**config.mk**
```make
export PLATFORM = sky130hd
export DESIGN_NAME = proj_fm_reader_flat
export DESIGN_NICKNAME = d
export VERILOG_FILES = /design/src/rtl/proj_fm_reader_if.sv /design/src/rtl/proj_fm_reader.sv /design/src/flat_wrapper.sv
export SDC_FILE = /design/constraint.sdc
export NUM_CORES = 1
export LEC_CHECK = 0
export ABC_AREA = 1
export CAP_MARGIN = 20
export CORE_AREA = 2 2 67 69
export CTS_CLUSTER_DIAMETER = 200
export CTS_CLUSTER_SIZE = 28
export DETAILED_ROUTE_END_ITERATION = 10
export DIE_AREA = 0 0 69 71
export DONT_BUFFER_PORTS = 1
export PLACE_DENSITY = 0.65
export SYNTH_ARGS = -nofsm -noshare
export SYNTH_HDL_FRONTEND = slang
export SYNTH_SLANG_ARGS = --single-unit
```
**constraint.sdc**
```tcl
create_clock -name in_clk -period 3.45 [get_ports in_clk]
set_input_delay 1.035 -clock in_clk [delete_from_list [all_inputs] [get_ports in_clk]]
set_output_delay 1.035 -clock in_clk [all_outputs]
set_load 0.02 [all_outputs]
```
**src/rtl/proj_fm_reader_if.sv**
```systemverilog
// Command, FM buffer read port and byte stream of the FM reader.
// The master side belongs to the reader; the slave side is its environment.
interface proj_fm_reader_if #(
    parameter int unsigned FM_BUFFER_SIZE = 16,
    parameter int unsigned DATA_W         = 8
);
    localparam int unsigned ADDR_W = $clog2(FM_BUFFER_SIZE);

    logic              in_start;
    logic [ADDR_W-1:0] in_start_idx;
    logic              out_rd_en;
    logic [ADDR_W-1:0] out_rd_addr;
    logic [DATA_W-1:0] in_rd_data;
    logic [DATA_W-1:0] out_data;
    logic              out_valid;
    logic              in_ready;
    logic              out_last;
    logic              out_busy;

    modport master (
        input  in_start, in_start_idx, in_rd_data, in_ready,
        output out_rd_en, out_rd_addr, out_data, out_valid, out_last, out_busy
    );

    modport slave (
        output in_start, in_start_idx, in_rd_data, in_ready,
        input  out_rd_en, out_rd_addr, out_data, out_valid, out_last, out_busy
    );
endinterface

```
**src/rtl/proj_fm_reader.sv**
```systemverilog
// Reads READ_ADDRESSES_COUNT consecutive bytes from the circular FM buffer and
// streams them over valid/ready through a 2-entry FIFO with a bypass path.
module proj_fm_reader #(
    parameter int unsigned FM_BUFFER_SIZE       = 16,
    parameter int unsigned READ_ADDRESSES_COUNT = 4,
    parameter int unsigned DATA_W               = 8
) (
    input  logic             in_clk,
    input  logic             in_rst,
    proj_fm_reader_if.master bus
);
    localparam int unsigned ADDR_W = $clog2(FM_BUFFER_SIZE);
    localparam int unsigned CNT_W  = ADDR_W + 1;

    typedef enum logic {
        S_IDLE,
        S_RUN
    } state_t;

    state_t            state_q, state_d;
    logic [ADDR_W-1:0] addr_q, addr_d;
    logic [CNT_W-1:0]  issue_cnt_q, issue_cnt_d;
    logic [CNT_W-1:0]  out_cnt_q, out_cnt_d;
    logic [DATA_W-1:0] mem_q [2];
    logic              rd_ptr_q, wr_ptr_q;
    logic [1:0]        count_q, count_d;
    logic              inflight_q;

    logic              valid, pop, rd_en, store, start_ok;
    logic [DATA_W-1:0] head;
    logic [2:0]        occ;

    // Returning read data is visible in the same cycle, so an empty FIFO
    // forwards in_rd_data straight to the output.
    assign valid    = (count_q != 2'd0) || inflight_q;
    assign head     = (count_q != 2'd0) ? mem_q[rd_ptr_q] : bus.in_rd_data;
    assign pop      = valid && bus.in_ready;
    assign occ      = 3'(count_q) + 3'(inflight_q) - 3'(pop);
    assign rd_en    = (state_q == S_RUN) && (issue_cnt_q != '0) && (occ < 3'd2);
    assign store    = inflight_q && !(pop && (count_q == 2'd0));
    assign count_d  = count_q + 2'(inflight_q) - 2'(pop);
    assign start_ok = {1'b0, bus.in_start_idx} < CNT_W'(FM_BUFFER_SIZE);

    assign bus.out_rd_en   = rd_en;
    assign bus.out_rd_addr = rd_en ? addr_q : '0;
    assign bus.out_valid   = valid;
    assign bus.out_data    = valid ? head : '0;
    assign bus.out_last    = valid && (out_cnt_q == CNT_W'(1));
    assign bus.out_busy    = (state_q == S_RUN);

    always_comb begin
        state_d     = state_q;
        addr_d      = addr_q;
        issue_cnt_d = issue_cnt_q;
        out_cnt_d   = out_cnt_q;
        case (state_q)
            S_IDLE: begin
                if (bus.in_start) begin
                    addr_d      = start_ok ? bus.in_start_idx : '0;
                    issue_cnt_d = CNT_W'(READ_ADDRESSES_COUNT);
                    out_cnt_d   = CNT_W'(READ_ADDRESSES_COUNT);
                    state_d     = S_RUN;
                end
            end
            S_RUN: begin
                if (rd_en) begin
                    issue_cnt_d = issue_cnt_q - CNT_W'(1);
                    addr_d      = (addr_q == ADDR_W'(FM_BUFFER_SIZE - 1)) ? '0 : addr_q + ADDR_W'(1);
                end
                if (pop) begin
                    out_cnt_d = out_cnt_q - CNT_W'(1);
                    if (out_cnt_q == CNT_W'(1)) state_d = S_IDLE;
                end
            end
        endcase
    end

    always_ff @(posedge in_clk or posedge in_rst) begin
        if (in_rst) begin
            state_q     <= S_IDLE;
            addr_q      <= '0;
            issue_cnt_q <= '0;
            out_cnt_q   <= '0;
            mem_q[0]    <= '0;
            mem_q[1]    <= '0;
            rd_ptr_q    <= 1'b0;
            wr_ptr_q    <= 1'b0;
            count_q     <= 2'd0;
            inflight_q  <= 1'b0;
        end else begin
            state_q     <= state_d;
            addr_q      <= addr_d;
            issue_cnt_q <= issue_cnt_d;
            out_cnt_q   <= out_cnt_d;
            count_q     <= count_d;
            inflight_q  <= rd_en;
            if (store) begin
                mem_q[wr_ptr_q] <= bus.in_rd_data;
                wr_ptr_q        <= ~wr_ptr_q;
            end
            if (pop && (count_q != 2'd0)) rd_ptr_q <= ~rd_ptr_q;
        end
    end
endmodule

```
**src/flat_wrapper.sv**
```systemverilog
// flat-port wrapper written by rule: the top's interface ports become plain ports
module proj_fm_reader_flat 
#(
    parameter int unsigned FM_BUFFER_SIZE       = 16,
    parameter int unsigned READ_ADDRESSES_COUNT = 4,
    parameter int unsigned DATA_W               = 8
)
  (in_clk, in_rst, bus_in_start, bus_in_start_idx, bus_in_rd_data, bus_in_ready, bus_out_rd_en, bus_out_rd_addr, bus_out_data, bus_out_valid, bus_out_last, bus_out_busy);
  proj_fm_reader_if #(.FM_BUFFER_SIZE(FM_BUFFER_SIZE), .DATA_W(DATA_W)) bus_i ();
  input  logic in_clk;
  input  logic in_rst;
  input wire logic [$bits(bus_i.in_start)-1:0] bus_in_start;
  input wire logic [$bits(bus_i.in_start_idx)-1:0] bus_in_start_idx;
  input wire logic [$bits(bus_i.in_rd_data)-1:0] bus_in_rd_data;
  input wire logic [$bits(bus_i.in_ready)-1:0] bus_in_ready;
  output wire logic [$bits(bus_i.out_rd_en)-1:0] bus_out_rd_en;
  output wire logic [$bits(bus_i.out_rd_addr)-1:0] bus_out_rd_addr;
  output wire logic [$bits(bus_i.out_data)-1:0] bus_out_data;
  output wire logic [$bits(bus_i.out_valid)-1:0] bus_out_valid;
  output wire logic [$bits(bus_i.out_last)-1:0] bus_out_last;
  output wire logic [$bits(bus_i.out_busy)-1:0] bus_out_busy;
  assign bus_i.in_start = bus_in_start;
  assign bus_i.in_start_idx = bus_in_start_idx;
  assign bus_i.in_rd_data = bus_in_rd_data;
  assign bus_i.in_ready = bus_in_ready;
  assign bus_out_rd_en = bus_i.out_rd_en;
  assign bus_out_rd_addr = bus_i.out_rd_addr;
  assign bus_out_data = bus_i.out_data;
  assign bus_out_valid = bus_i.out_valid;
  assign bus_out_last = bus_i.out_last;
  assign bus_out_busy = bus_i.out_busy;
  proj_fm_reader #(.FM_BUFFER_SIZE(FM_BUFFER_SIZE), .READ_ADDRESSES_COUNT(READ_ADDRESSES_COUNT), .DATA_W(DATA_W)) u_core (.in_clk(in_clk), .in_rst(in_rst), .bus(bus_i));
endmodule
```
# Word-level counts from Yosys, hierarchy flattened

Index checks and enable logic that the tools add are counted.

Output and inout port bits: 16
Memories kept: 0
Input port bits: 16
RAM bits: 0
Latch bits: 0
Word-level logic and storage cells: 68
Memory bits (read-only): 0
Bits in registers: 36

Mux-type cells: 22
Reductions and logical operators: 15
Bitwise gates (word level): 5
Multiply operators: 0
Equal/unequal tests: 5
Add/subtract/negate cells: 7
Divide/modulo/power cells: 0
Shift-type cells: 0
Order comparisons: 4

Operators by type and width:

| cell                  | count |
|---|---|
| $mux W8               | 6 |
| $pmux W5 S2           | 2 |
| $bwmux W16            | 1 |
| $mux W4               | 4 |
| $mux W5               | 3 |
| $sub A5 B1 Y5 const B | 2 |
| $demux W8 S1          | 1 |
| $logic_and A1 B1 Y1   | 8 |
| $pmux W4 S2           | 1 |
| $ne A2 B2 Y1 const B  | 3 |
| $eq A5 B1 Y1 const B  | 1 |
| $reduce_bool A5 Y1    | 1 |
| $add A4 B1 Y4 const B | 1 |
| $eq A4 B4 Y1 const B  | 1 |
| $ge A2 B2 Y1 const B  | 2 |
| $not A1 Y2            | 2 |
| $reduce_and A2 Y1     | 2 |
| $add A2 B1 Y3         | 1 |
| $lt A3 B2 Y1 const B  | 1 |
| $mux W1               | 3 |
| $not A1 Y1            | 3 |
| $sub A3 B1 Y3         | 1 |
| $add A2 B1 Y2         | 1 |
| $logic_not A2 Y1      | 1 |
| other kinds (6)       | 6 |

# Logic depth before layout (Yosys ltp)

Depth in word-level cells: 8
Mapped depth: 15
Gate-level depth less buffers: 15

# Least setup slack after synthesis

No wires, ideal clock.

Kind: input port to output port
From: in bus_in_ready
To: out bus_out_rd_addr[0]
Path buffers: 1
Data arrival time: 2.644 ns
Stages on the path: 10
Data required time: 2.415 ns
Path slack: -0.229 ns
Cell sequence: nand2_1 xnor2_1 ha_1 inv_1 fa_1 nand2_1 nor2_4 nand2_2 buf_6 nor2_1

Cells in the longest elaborated chain, start to end: 5

RTL lines:

| item                | line                 | text |
|---|---|---|
| start, declared     | flat_wrapper.sv:15   | `input wire logic [$bits(bus_i.in_ready)-1:0] bus_in_ready;` |
| $logic_and A1 B1 Y1 | proj_fm_reader.sv:37 | `assign pop = valid && bus.in_ready;` |
| $sub A3 B1 Y3       | proj_fm_reader.sv:38 | `assign occ = 3'(count_q) + 3'(inflight_q) - 3'(pop);` |
| $lt A3 B2 Y1        | proj_fm_reader.sv:39 | `assign rd_en = (state_q == S_RUN) && (issue_cnt_q != '0) && (occ < 3'd2);` |
| $logic_and A1 B1 Y1 | proj_fm_reader.sv:39 |  |
| $mux W4             | proj_fm_reader.sv:45 | `assign bus.out_rd_addr = rd_en ? addr_q : '0;` |
| end, declared       | flat_wrapper.sv:17   | `output wire logic [$bits(bus_i.out_rd_addr)-1:0] bus_out_rd_addr;` |

No other way between the ends.

# Final worst setup path

From: in bus_in_ready
To: out bus_out_rd_addr[3]

Same word-level chain as after synthesis.

==> results <==
==> per-layer routing <==
layer  share of wire (%)  track usage, %
met4                 1.8            7.84
met5                   0               0
met3                 3.7            3.28
met2                  45            25.9
met1                  49            25.0
==> power by group through the flow <==
stage | Sequential [W] | Clock (W) | Combinational [W]
after floorplan | 0.000751 | 0 | 0.00118
after global placement | 0.000776 | 0 | 0.00137
after detailed placement | 0.000783 | 0 | 0.00139
after CTS | 0.000776 | 0.000320 | 0.00145
after global routing | 0.000795 | 0.000332 | 0.00171
final | 0.000769 | 0.000307 | 0.00151
==> stage by stage <==
step / instances / instance area (um^2) / total power [W] / utilization, % / setup slack (ns)
final: 309 / 2300 / 0.00259 / 54.7 / -0.0225
after global routing: 309 / 2300 / 0.00283 / 54.7 / -0.0965
after CTS: 306 / 2260 / 0.00255 / 53.7 / -0.0391
after detailed placement: 294 / 2130 / 0.00217 / 50.7 / -0.0293
after global placement: 294 / 2130 / 0.00215 / 50.7 / 0.00353
after floorplan: 241 / 2070 / 0.00193 / - / -0.0613
==> cell families (layout without fill, tap and decap cells) <==
group,after synthesis,after routing,share of synthesized area [%]
XOR/XNOR,3,3,1.31
buffers and inverters,41,57,8.93
AND/OR/NAND/NOR,113,113,25.9
flip-flops,36,36,45.0
AO/OA/AOI/OAI,42,42,14.7
adder cells (fa/ha/maj),6,6,4.12
==> what timing repair did <==
| item | in CTS | in global routing |
|---|---|---|
| pin swaps | 4 | 1 |
| buffers inserted | 4 | 3 |
| cloned | 0 | 0 |
| gates resized for setup | 2 | 4 |
| endpoints found under the setup margin | 5 | 5 |
==> critical path: stages <==
cell and delay [ns]:
nand2_8 0.04, xnor2_4 0.13, ha_2 0.19, inv_2 0.04, fa_2 0.54, nand2_2 0.07
nor2_4 0.11, nand2_4 0.12, nor2_4 0.17
==> state kept, by name (all words and copies together) (netlist names) <==
name / cells
u_core.bus.out_busy: 1
u_core.inflight_q: 1
u_core.mem_q: 16
u_core.out_cnt_q: 5
u_core.rd_ptr_q: 1
u_core.issue_cnt_q: 5
u_core.wr_ptr_q: 1
u_core.addr_q: 4
u_core.count_q: 2
==> worst max-delay path by stage <==
| stage | to | cells past startpoint | slack, ns | start |
|---|---|---|---|---|
| detailed placement | bus_out_rd_en | 9 | -0.03 | bus_in_ready |
| floorplan | bus_out_rd_addr[0] | 10 | -0.06 | bus_in_ready |
| CTS | bus_out_rd_addr[3] | 9 | -0.04 | bus_in_ready |
| finish | bus_out_rd_addr[3] | 9 | -0.02 | bus_in_ready |
| global placement | bus_out_rd_en | 9 | 0.004 | bus_in_ready |
| global route | bus_out_rd_addr[3] | 9 | -0.1 | bus_in_ready |
==> area by class of cell <==
cell class | instances | share of cell area, %
clock buffer | 7 | 3.76
clock inverter | 1 | 0.327
inverter | 36 | 5.99
multi-input combinational | 164 | 43.5
sequential | 36 | 39.3
tap | 52 | 2.83
timing repair buffer | 13 | 4.25
==> cells in the final DEF (no fill, tap or decap), types with 2 or more instances in the layout <==
cell type,count
nand2_1,55
ha_1,4
o21ai_2,16
o22ai_1,9
o21ai_0,10
clkbuf_8,6
o21ai_1,4
nand3_1,20
dfrtp_1,34
nor2_4,6
inv_2,2
nand4_1,5
xor2_1,2
dfrtp_2,2
nand2_2,7
or2_2,3
inv_1,32
nand2_4,3
nor2_1,12
buf_4,13
==> flow_metrics.env <==
export IMPL_cp_end_kind="output port"
export IMPL_ys_top_cells_by_count="57 x nand2_1, 36 x dfrtp_1, 34 x inv_1"
export IMPL_finalMaxSlewViolations=0
export IMPL_firstDrtPassIters=4
export IMPL_syn_area_mm2=0.00200
export IMPL_ys_warn_count=0
export IMPL_violations="setup timing"
export IMPL_diodes=0
export IMPL_seq_area_um2=903
export IMPL_grt_pass1_vias=1463
export IMPL_whs_ns=0.478
export IMPL_multi_input_area_mm2=0.00100
export IMPL_numCtsBuffers=5
export IMPL_reg2reg_depth=15
export IMPL_hold_path_class="reg -> reg"
export IMPL_syn_inst=241
export IMPL_cts_max_level=2
export IMPL_drt_iter0_markers=87
export IMPL_via_per_inst=5.01
export IMPL_min_period_ns=3.47
export IMPL_grt_pass1_wl_um=6800
export IMPL_p_per_area_mw_per_mm2=1120
export IMPL_path_max_fanout=6
export IMPL_clock_sinks=36
export IMPL_start_kind="input port"
export IMPL_holdPathStages=2
export IMPL_reg2reg_from="u_core.inflight_q$_DFF_PP0_"
export IMPL_drive_above_1_share_pct=25.3
export IMPL_power_frac_clock_pct=11.9
export IMPL_seq_power_share_pct=29.7
export IMPL_yosys_area_top_type="dfrtp_1"
export IMPL_gr_total_overflow=0
export IMPL_syn_nets=263
export IMPL_die_y_um=71
export IMPL_skew_ns=0.00647
export IMPL_min_to="u_core.mem_q[9]$_DFFE_PP0P_"
export IMPL_cts_tree="done"
export IMPL_routed_wl_um=3920
export IMPL_vdd_drop_max_mv=0.357
export IMPL_relSlewSlack_pct=66.2
export IMPL_die_w_um=69
export IMPL_synthTopCellsByArea="dfrtp_1 45%, nand2_1 11%, o21ai_2 7.0%, inv_1 6.4%, nand3_1 5.0%"
export IMPL_required_ns=2.41
export IMPL_synth_most_common_cell="nand2_1"
export IMPL_rows=24
export IMPL_reg2reg_slack_ns=0.92
export IMPL_swShare_pct=47.7
export IMPL_hold_path_startpoint="u_core.mem_q[9]$_DFFE_PP0P_"
export IMPL_post_route_drc_count=0
export IMPL_start_util_pct=47.6
export IMPL_hpwl_um=2800
export IMPL_num_vias=1548
export IMPL_root_buffer="clkbuf_8"
export IMPL_comb_power_share_pct=58.4
export IMPL_synth_ff_type="dfrtp_1"
export IMPL_postLayoutSetupSlackWorst_ns=-0.0225
export IMPL_synth_avg_cell_area_um2=8.31
export IMPL_clockBufferDepth=2
export IMPL_synthArstFlopShare_pct=100
export IMPL_hold_viol=0
export IMPL_ant_nets=0
export IMPL_antenna_found_initial=0
export IMPL_ys_seq_area_share_pct=45.0
export IMPL_cts_hold_buf=0
export IMPL_fin_setup_tns_ns=-0.0851
export IMPL_track_usage_pct=17.4
export IMPL_wl_per_cell_um=12.7
export IMPL_coreArea_mm2=0.00420
export IMPL_ys_types=26
export IMPL_power_leakage_nw=1.15
export IMPL_yosys_area_top_type_share_pct=45.0
export IMPL_cp_arrival_ns=2.44
export IMPL_rsz0062_at_grt="true"
export IMPL_portBuffers=0
export IMPL_fmax_ghz=0.288
export IMPL_clk_pin_slew_ns=0.07
export IMPL_finalNetCount=278
export IMPL_synth_edf_count=0
export IMPL_grt_max_degree=37
export IMPL_die_area_mm2=0.00490
export IMPL_worst_slew_pin_slew_ns=0.514
export IMPL_p_switching_w=0.00123
export IMPL_fillers=421
export IMPL_cap_violations=0
export IMPL_ioPinCount=32
export IMPL_gp_congestion=0.810
export IMPL_area_growth_pct=14.7
export IMPL_clk_latency_ns=0.29
export IMPL_ys_seq_elements=36
export IMPL_r2r_end="u_core.addr_q[1]$_DFFE_PP0P_"
export IMPL_status="complete, but fails checks"
export IMPL_p_int_w=0.00135
export IMPL_period_share_pct=101
export IMPL_setup_worst_path_class="in -> out"
export IMPL_setup_viol=4
Note: power is estimated with default switching activity, not from simulation.
